--- src/rtl/act_requant_packer_if.sv ---
// ---------------------------------------------------------------------------
// act_requant_packer_if : beat input / vector output handshake bundle
// Rev 1.0
// ---------------------------------------------------------------------------
`default_nettype none

interface act_requant_packer_if #(
  parameter int BUS_NUM = 8,
  parameter int LANES   = 2,
  parameter int IN_W    = 24
);
  logic                    in_valid;
  logic                    in_ready;
  logic [LANES*IN_W-1:0]   in_data;
  logic                    in_last;
  logic                    out_valid;
  logic                    out_ready;
  logic [BUS_NUM*8-1:0]    out_vec;

  modport master (
    output in_valid, in_data, in_last, out_ready,
    input  in_ready, out_valid, out_vec
  );

  modport slave (
    input  in_valid, in_data, in_last, out_ready,
    output in_ready, out_valid, out_vec
  );
endinterface

`default_nettype wire

--- src/rtl/act_requant_packer.sv ---
// ---------------------------------------------------------------------------
// act_requant_packer : requantize accumulator lanes to int8 and pack vectors
// Optional saturation counter: REQUANT_SAT_CNT_EN. Rev 1.0
// ---------------------------------------------------------------------------
`default_nettype none

module act_requant_packer #(
  parameter int BUS_NUM = 8,
  parameter int LANES   = 2,
  parameter int IN_W    = 24
) (
  input  logic                 clk,
  input  logic                 rst_n,
  act_requant_packer_if.slave  bus,
  input  logic [7:0]           cfg_scale,
  input  logic [4:0]           cfg_shift
`ifdef REQUANT_SAT_CNT_EN
  ,
  output logic [15:0]          sat_cnt
`endif
);

  localparam int BEATS = BUS_NUM / LANES;
  localparam int CNT_W = (BEATS > 1) ? $clog2(BEATS) : 1;
  localparam int PW    = IN_W + 10;
  localparam logic signed [PW-1:0] C_MAX = PW'(127);
  localparam logic signed [PW-1:0] C_MIN = ~PW'(127);

  logic [CNT_W-1:0]       beat_cnt_q, beat_cnt_d;
  logic [BUS_NUM*8-1:0]   pack_buf_q, pack_buf_d;
  logic [BUS_NUM*8-1:0]   out_vec_q, out_vec_d;
  logic                   out_valid_q, out_valid_d;
  logic [BUS_NUM*8-1:0]   merged;
  logic [LANES*8-1:0]     beat_res;
  logic                   completing;
  logic                   in_ready_w;
  logic                   accept;
`ifdef REQUANT_SAT_CNT_EN
  logic [LANES-1:0]       lane_sat;
`endif

  for (genvar k = 0; k < LANES; k++) begin : g_lane
    logic signed [IN_W-1:0] lane;
    logic signed [PW-1:0]   prod;
    logic signed [PW-1:0]   bias;
    logic signed [PW-1:0]   rnd;

    assign lane = bus.in_data[k*IN_W +: IN_W];
    assign prod = PW'(lane) * PW'($signed({1'b0, cfg_scale}));
    // Half-LSB bias before the arithmetic shift rounds half toward +inf.
    assign bias = (cfg_shift == 5'd0) ? '0 : (PW'(1) << (cfg_shift - 5'd1));
    assign rnd  = (prod + bias) >>> cfg_shift;

    assign beat_res[k*8 +: 8] = (rnd > C_MAX) ? 8'h7F :
                                (rnd < C_MIN) ? 8'h80 : rnd[7:0];
`ifdef REQUANT_SAT_CNT_EN
    assign lane_sat[k] = (rnd > C_MAX) || (rnd < C_MIN);
`endif
  end

  assign completing    = (beat_cnt_q == CNT_W'(BEATS - 1)) || bus.in_last;
  assign in_ready_w    = !(completing && out_valid_q && !bus.out_ready);
  assign accept        = bus.in_valid && in_ready_w;
  assign bus.in_ready  = in_ready_w;
  assign bus.out_valid = out_valid_q;
  assign bus.out_vec   = out_vec_q;

  // pack_buf is zero above the current slot, so lanes past a partial vector stay 0.
  always_comb begin
    merged = pack_buf_q;
    for (int b = 0; b < BEATS; b++) begin
      if (beat_cnt_q == CNT_W'(b)) begin
        merged[b*LANES*8 +: LANES*8] = beat_res;
      end
    end
  end

  always_comb begin
    beat_cnt_d  = beat_cnt_q;
    pack_buf_d  = pack_buf_q;
    out_vec_d   = out_vec_q;
    out_valid_d = out_valid_q;
    if (out_valid_q && bus.out_ready) begin
      out_valid_d = 1'b0;
    end
    if (accept) begin
      if (completing) begin
        out_vec_d   = merged;
        out_valid_d = 1'b1;
        beat_cnt_d  = '0;
        pack_buf_d  = '0;
      end else begin
        pack_buf_d  = merged;
        beat_cnt_d  = beat_cnt_q + CNT_W'(1);
      end
    end
  end

  always_ff @(posedge clk or negedge rst_n) begin
    if (!rst_n) begin
      beat_cnt_q  <= '0;
      pack_buf_q  <= '0;
      out_vec_q   <= '0;
      out_valid_q <= 1'b0;
    end else begin
      beat_cnt_q  <= beat_cnt_d;
      pack_buf_q  <= pack_buf_d;
      out_vec_q   <= out_vec_d;
      out_valid_q <= out_valid_d;
    end
  end

`ifdef REQUANT_SAT_CNT_EN
  logic [15:0] sat_cnt_q, sat_cnt_d;
  logic [16:0] sat_sum;

  always_comb begin
    sat_sum = {1'b0, sat_cnt_q};
    if (accept) begin
      for (int k = 0; k < LANES; k++) begin
        sat_sum = sat_sum + 17'(lane_sat[k]);
      end
    end
    sat_cnt_d = sat_sum[16] ? 16'hFFFF : sat_sum[15:0];
  end

  always_ff @(posedge clk or negedge rst_n) begin
    if (!rst_n) begin
      sat_cnt_q <= '0;
    end else begin
      sat_cnt_q <= sat_cnt_d;
    end
  end

  assign sat_cnt = sat_cnt_q;
`endif

endmodule

`default_nettype wire
--- src/flat_wrapper.sv ---
// flat-port wrapper written by rule: the top's interface ports become plain ports
module act_requant_packer_flat 
#(
  parameter int BUS_NUM = 8,
  parameter int LANES   = 2,
  parameter int IN_W    = 24
)
  (clk, rst_n, cfg_scale, cfg_shift, bus_in_valid, bus_in_data, bus_in_last, bus_out_ready, bus_in_ready, bus_out_valid, bus_out_vec);
  act_requant_packer_if #(.BUS_NUM(BUS_NUM), .LANES(LANES), .IN_W(IN_W)) bus_i ();
  input  logic clk;
  input  logic rst_n;
  input  logic [7:0] cfg_scale;
  input  logic [4:0] cfg_shift;
  input wire logic [$bits(bus_i.in_valid)-1:0] bus_in_valid;
  input wire logic [$bits(bus_i.in_data)-1:0] bus_in_data;
  input wire logic [$bits(bus_i.in_last)-1:0] bus_in_last;
  input wire logic [$bits(bus_i.out_ready)-1:0] bus_out_ready;
  output wire logic [$bits(bus_i.in_ready)-1:0] bus_in_ready;
  output wire logic [$bits(bus_i.out_valid)-1:0] bus_out_valid;
  output wire logic [$bits(bus_i.out_vec)-1:0] bus_out_vec;
  assign bus_i.in_valid = bus_in_valid;
  assign bus_i.in_data = bus_in_data;
  assign bus_i.in_last = bus_in_last;
  assign bus_i.out_ready = bus_out_ready;
  assign bus_in_ready = bus_i.in_ready;
  assign bus_out_valid = bus_i.out_valid;
  assign bus_out_vec = bus_i.out_vec;
  act_requant_packer #(.BUS_NUM(BUS_NUM), .LANES(LANES), .IN_W(IN_W)) u_core (.clk(clk), .rst_n(rst_n), .bus(bus_i), .cfg_scale(cfg_scale), .cfg_shift(cfg_shift));
endmodule
--- config.mk ---
export PLATFORM = sky130hd
export DESIGN_NAME = act_requant_packer_flat
export DESIGN_NICKNAME = d
export VERILOG_FILES = /design/src/rtl/act_requant_packer_if.sv /design/src/rtl/act_requant_packer.sv /design/src/flat_wrapper.sv
export SDC_FILE = /design/constraint.sdc
export NUM_CORES = 2
export LEC_CHECK = 0
export ABC_AREA = 1
export CORE_AREA = 5 5 279 281
export CTS_BUF_LIST = sky130_fd_sc_hd__clkbuf_4 sky130_fd_sc_hd__clkbuf_8
export DETAILED_ROUTE_END_ITERATION = 10
export DIE_AREA = 0 0 284 286
export HOLD_SLACK_MARGIN = 0.12
export PLACE_DENSITY = 0.52
export REMOVE_ABC_BUFFERS = 1
export SLEW_MARGIN = 15
export SYNTH_ARGS = -nofsm -noshare
export SYNTH_HDL_FRONTEND = slang
export SYNTH_SLANG_ARGS = --single-unit
--- constraint.sdc ---
create_clock -name clk -period 3.8 [get_ports clk]
set_clock_uncertainty 0.15 [all_clocks]
set_input_delay 0.38 -clock clk [delete_from_list [all_inputs] [get_ports clk]]
set_output_delay 0.38 -clock clk [all_outputs]
set_load 0.03 [all_outputs]
# Yosys cells after proc, flatten, opt, wreduce, memory -nomap -nowiden
# Index checks and enable logic that the tools add are counted.
[totals]
regBits = 131
input_bits = 66
output_inout_bits = 66
wordCells = 44
[classes]
add_sub_neg = 4
n_mul = 2
magnitude_cmp = 4
eq_ne = 3
shift = 3
muxes = 14
reduce_logical = 10
[op_table]
columns = ["cell", "n"]
rows = [
  ["$add 34x34->34", 2],
  ["$gt 34x8->1 const B", 2],
  ["$lt 34x8->1 const B", 2],
  ["$sshr 34x5->34", 2],
  ["$mul 24x9->33", 2],
  ["$mux 16", 4],
  ["$mux 64", 1],
  ["$mux 34", 1],
  ["$shl 1x5->34 const A", 1],
  ["$mux 8", 4],
  ["$logic_not 5->1", 1],
  ["$sub 5x1->5 const B", 1],
  ["$eq 2x2->1 const B", 2],
  ["$logic_and 1x1->1", 4],
  ["$mux 1", 3],
  ["$add 2x1->2 const B", 1],
  ["$eq 2x1->1 const B", 1],
  ["$logic_not 1->1", 2],
  ["$logic_not 2->1", 1],
  ["$mux 2", 1],
  ["$reduce_and 2->1", 1],
  ["$logic_or 1x1->1", 1],
]

# Depth between registers and ports, before layout
[depth]
word_depth = 10
mapped_depth = 60
depth_no_buf = 58

# Worst setup path after synthesis
# OpenSTA, ideal clock, no wires.
[synth_path]
kind = "input to register"
start = "input cfg_scale[3]"
end = "register u_core.pack_buf_q[14]"
setup_time_ns = 0.118
t_arrival_ns = 7.855
required_ns = 3.532
setup_slack_ns = -4.323
path_stages = 53
n_path_buf = 3
cell_sequence = "clkbuf_1 buf_1 nand2_1 fa_1 inv_1 fa_1 inv_1 fa_1 inv_1 fa_1 ha_1 inv_1 o21bai_1 nand2_1 nand2_1 nand2_1 nand2_1 a21boi_0 [... 17 more ...] inv_6 nand2_4 nand2_1 nand2_2 nand3_2 nand3_2 nand2_2 inv_2 nand2_1 nor2_1 nand2_1 nor2_2 nand2_2 nand2_8 buf_12 nand3_2 nand3_1 nand2_1"
[synth_via]
elab_chain_cells = 8
elab_cells_between_ends = 9
classes_between = "add/sub: 1; mul: 1; order compare: 2; shift: 1; mux: 4"
[synth_lines]
columns = ["element", "line", "source"]
rows = [
  ["start, declared", "flat_wrapper.sv:12", "input logic [7:0] cfg_scale;"],
  ["$mul 24x9->33 (*)", "act_requant_packer.sv:49", "assign prod = PW'(lane) * PW'($signed({1'b0, cfg_scale}));"],
  ["$add 34x34->34 (*)", "act_requant_packer.sv:52", "assign rnd = (prod + bias) >>> cfg_shift;"],
  ["$sshr 34x5->34 (*)", "act_requant_packer.sv:52", ""],
  ["$lt 34x8->1", "act_requant_packer.sv:55", "(rnd < C_MIN) ? 8'h80 : rnd[7:0];"],
  ["$mux 8", "act_requant_packer.sv:55", ""],
  ["$mux 8 (*)", "act_requant_packer.sv:54", "assign beat_res[k*8 +: 8] = (rnd > C_MAX) ? 8'h7F :"],
  ["$mux 16 (*)", "act_requant_packer.sv:72", "if (beat_cnt_q == CNT_W'(b)) begin"],
  ["$mux 64 (*)", "act_requant_packer.sv:87", "if (completing) begin"],
  ["end signal, assigned", "act_requant_packer.sv:107", "pack_buf_q <= pack_buf_d;"],
  ["end, declared", "act_requant_packer.sv:30", "logic [BUS_NUM*8-1:0] pack_buf_q, pack_buf_d;"],
]
# Mark *: on every way between the ends. The rest lies on a longest branch, timed or not.
# A chain may end at the register's enable or synchronous reset.

# Worst setup path in the final report
[layout_path]
start = "input cfg_scale[2]"
end = "register u_core.pack_buf_q[20]"
# The elaborated chain is that of the path after synthesis.

==> metrics.md <==
| Metric | Value |
|---|---|
| Worst slew pin tran | `0.8708 ns` |
| Multi-input logic area | `0.02333 mm^2` |
| DR vias | `29,450` |
| Die Height | `286 um` |
| Failing checks | `setup timing` |
| Dpl hpwl | `73,890 um` |
| Non-Filler Instances | `6,096` |
| IO buf count | `131` |
| Post-synth EDFFs | `0` |
| Crit start category | `input pin` |
| RSZ-0062 raised after global routing | `true` |
| CP endpoint kind | `flop` |
| Synth top area cells | `fa_1 21%, nand2_1 19%, dfrtp_1 11%` |
| Slew Limit Fails | `0` |
| DRC | `0` |
| CTS tree | `yes` |
| # setup viols final | `112` |
| Most frequent CP cell | `nand3_2` |
| Initial core utilization | `38.59%` |
| Antenna-violating nets left | `0` |
| FF+latch area | `0.003278 mm^2` |
| Fin nets | `5,671` |
| Status | `finished, violations left` |
| Core Footprint | `0.07519 mm^2` |
| Dominant cell type by area after synthesis | `fa_1` |
| Clock Sinks | `131` |
| CP peak stage delay | `0.56 ns` |
| Routed len/inst | `15.00 um` |
| Synth Warn # | `0` |
| R2R cell count | `11` |
| CTS clk-pin slew, worst paths | `0.08 ns` |
| Hold_sp | `u_core.pack_buf_q[62]` |
| Clk buf depth | `2` |
| WP data required | `4.00 ns` |
| First-pass GRT wire length | `146,500 um` |
| Die ar. | `0.08122 mm^2` |
| Clock latency on the worst-skew pair | `0.46 ns` |
| Maxcap violations | `0` |
| Crit path from | `cfg_scale[2]` |
| Fillers | `7,763` |
| Seq cells post-synth | `131` |
| Clock H-tree levels | `4` |
| Initial DRT Pass Iterations | `6` |
| Kind of critical path | `input pin to flop` |
| Reg-to-Reg Start | `u_core.beat_cnt_q[0]` |
| Vias in the first global route | `29,110` |
| Synth Cell Area | `0.02901 mm^2` |
| DRT Wirelength | `91,440 um` |
| Hold Crit Class | `flop to flop` |
| CP max-delay cell | `fa_2` |
| Cells after Synth | `4,483` |
| WHS Path Cells | `2` |
| Gr usage total | `21.70%` |
| Die Width | `284 um` |
| Share of layout cells above drive strength 1 | `24.02%` |
| Unique masters post-synth | `61` |
| Initial antenna violation count | `3` |
| Slew HR | `41.94%` |
| Root Buffer | `clkbuf_8` |
| Data arrival time of the worst path | `7.79 ns` |
| Sequential-to-total area share from yosys stat | `11.30%` |
| Final Wtd Congestion | `0.9158` |
| I/O Pins | `132` |
| Site Rows | `101` |
| Mean area per synthesized cell | `6.472 um^2` |
| Synth Flop Type | `dfrtp_1` |
| Num CTS Buffers | `17` |
| Peak Freq | `131.7 MHz` |
| Fin crit share | `199.8%` |
| Placed cell count | `6,021` |
| Largest net degree at the start of global routing | `74` |
| Synth top area share | `20.84%` |
| Synth-to-layout area growth | `31.80%` |
| GRT overflow | `0` |
| Critical Path Fanout Max | `8` |
| Worst setup margin | `-3.792 ns` |
| Post-synth ARST share | `100.0%` |
| Iter 0 DRT Violations | `1,671` |
| Minimum clock period after layout | `7.592 ns` |
| Routed vias/inst | `4.830` |
| Fin. Hold Viols | `0` |
logic make-up after synthesis:
kind of cell             count (synthesis)  synth area share, %
AND/OR/NAND/NOR                       2414                36.31
XOR/XNOR                                84                2.536
AO/OA/AOI/OAI                          292                5.645
flip-flops                             131                11.30
adder cells (fa/ha/maj)                502                29.46
buffers and inverters                 1056                14.63
other                                    1              0.01292
multiplexers                             3               0.1035
critical path: cells and delay by family:
| family | cells | cell delay [ns] |
|---|---|---|
| adders and majority gates | 6 | 2.62 |
| and+or+nand+nor | 25 | 2.53 |
| AOI/OAI and AO/OA | 6 | 1.05 |
| buffers and inverters | 11 | 1.01 |
| xor gates and xnor gates | 1 | 0.12 |
layout make-up:
| type | count | share of cell area (%) |
|---|---|---|
| Antenna cell | 2 | 0.01309 |
| Clock buffer | 18 | 0.6479 |
| Clock inverter | 14 | 0.4875 |
| Inverter | 851 | 8.367 |
| Multi-Input combinational cell | 3298 | 61.00 |
| Sequential cell | 131 | 8.573 |
| Tap cell | 978 | 3.200 |
| Timing Repair Buffer | 804 | 17.71 |
Yosys cell counts, types with 3 or more instances:
master         number
ha_1              200
nand2_1          1458
clkinv_1            3
or2_2              46
o22ai_1             4
nor3_2              4
nand3_2            50
inv_1             836
a31oi_1            10
nand4_1            27
o21a_1              4
nor3_1             20
o21ai_0            92
a21boi_0            5
inv_2              11
o211ai_1            7
nand2_2            23
buf_2              18
dlygate4sd1_1       3
nor2_1            193
clkbuf_4            3
and2_1              3
dlygate4sd3_1       4
buf_4              12
buf_1              30
o21bai_1           20
a21o_1              6
a211oi_1            3
xnor2_1            36
a21oi_2             3
buf_6               8
xor2_1             48
clkbuf_1           77
dfrtp_1           131
a21oi_1           127
nand3_1           559
fa_1              302
nand2_4             9
mux2i_1             3
clkbuf_2           47
nor2_2              7
nand3b_1            6
sequential cells by signal, indices dropped and copies added, names as in the netlist:
name / count
u_core.bus.out_valid: 1
u_core.beat_cnt_q: 2
u_core.pack_buf_q: 64
u_core.bus.out_vec: 64
layer usage:
| metal | share of wire (%) | global-route usage [%] | routed length, um | vias to the layer above |
|---|---|---|---|---|
| li1 | - | - | - | 14980 |
| met1 | 46 | 29.14 | 42350 | 13960 |
| met2 | 49 | 38.87 | 45040 | 434 |
| met3 | 3.1 | 1.944 | 2817 | 73 |
| met4 | 1.3 | 3.512 | 1211 | 4 |
| met5 | 0.030 | 0 | 27 | - |
path summary, 6_finish.rpt:
path	to	slack, ns
worst min register to register	u_core.pack_buf_q[62]	0.32
worst min-delay path	u_core.pack_buf_q[62]	0.32
worst max register to register	u_core.bus.out_vec[18]	1.25
min in group asynchronous	u_core.bus.out_vec[20]	0.35
worst max-delay path	u_core.pack_buf_q[20]	-3.79
max in group asynchronous	u_core.bus.out_vec[14]	2.34
through the flow:
stage	area [um^2]	setup TNS, ns	utilization (%)	setup WS, ns	hold slack (ns)
global placement	35440	-516.45	47.13	-4.847	0.2944
floorplan	27970	-433.40	-	-3.987	-0.06559
global route	38230	-445.94	50.85	-4.232	0.3386
CTS	36250	-425.15	48.21	-3.977	0.3239
detailed placement	35440	-521.42	47.13	-4.845	0.3034
finish	38240	-399.52	50.86	-3.792	0.3206
cells in the final DEF, fill, tap and decap left out, types with 34 or more instances in the layout:
cell type        netlist  layout
nand2_1             1458    1372
inv_1                836     819
buf_4                 12     630
nand3_1              559     447
fa_1                 302     298
ha_1                 200     171
nor2_1               193     163
nand3_2               50     147
dfrtp_1              131     131
a21oi_1              127      94
clkdlybuf4s50_1        0      92
nand2_2               23      83
o21ai_0               92      69
or2_2                 46      46
xor2_1                48      45
nor2_2                 7      35
a21oi_2                3      34
xnor2_1               36      34
what timing repair did:
item / in CTS / in global routing
pin swaps: 33 / 175
setup endpoints to repair: 112 / 112
endpoints found under the hold margin: 72 / 0
gates resized for setup: 92 / 412
hold buffers: 1 / 0
setup buffers: 9 / 24
gates cloned: 1 / 6
Power is not shown: default switching activity piles up to over one toggle a cycle in this logic, so the estimate is an artifact.
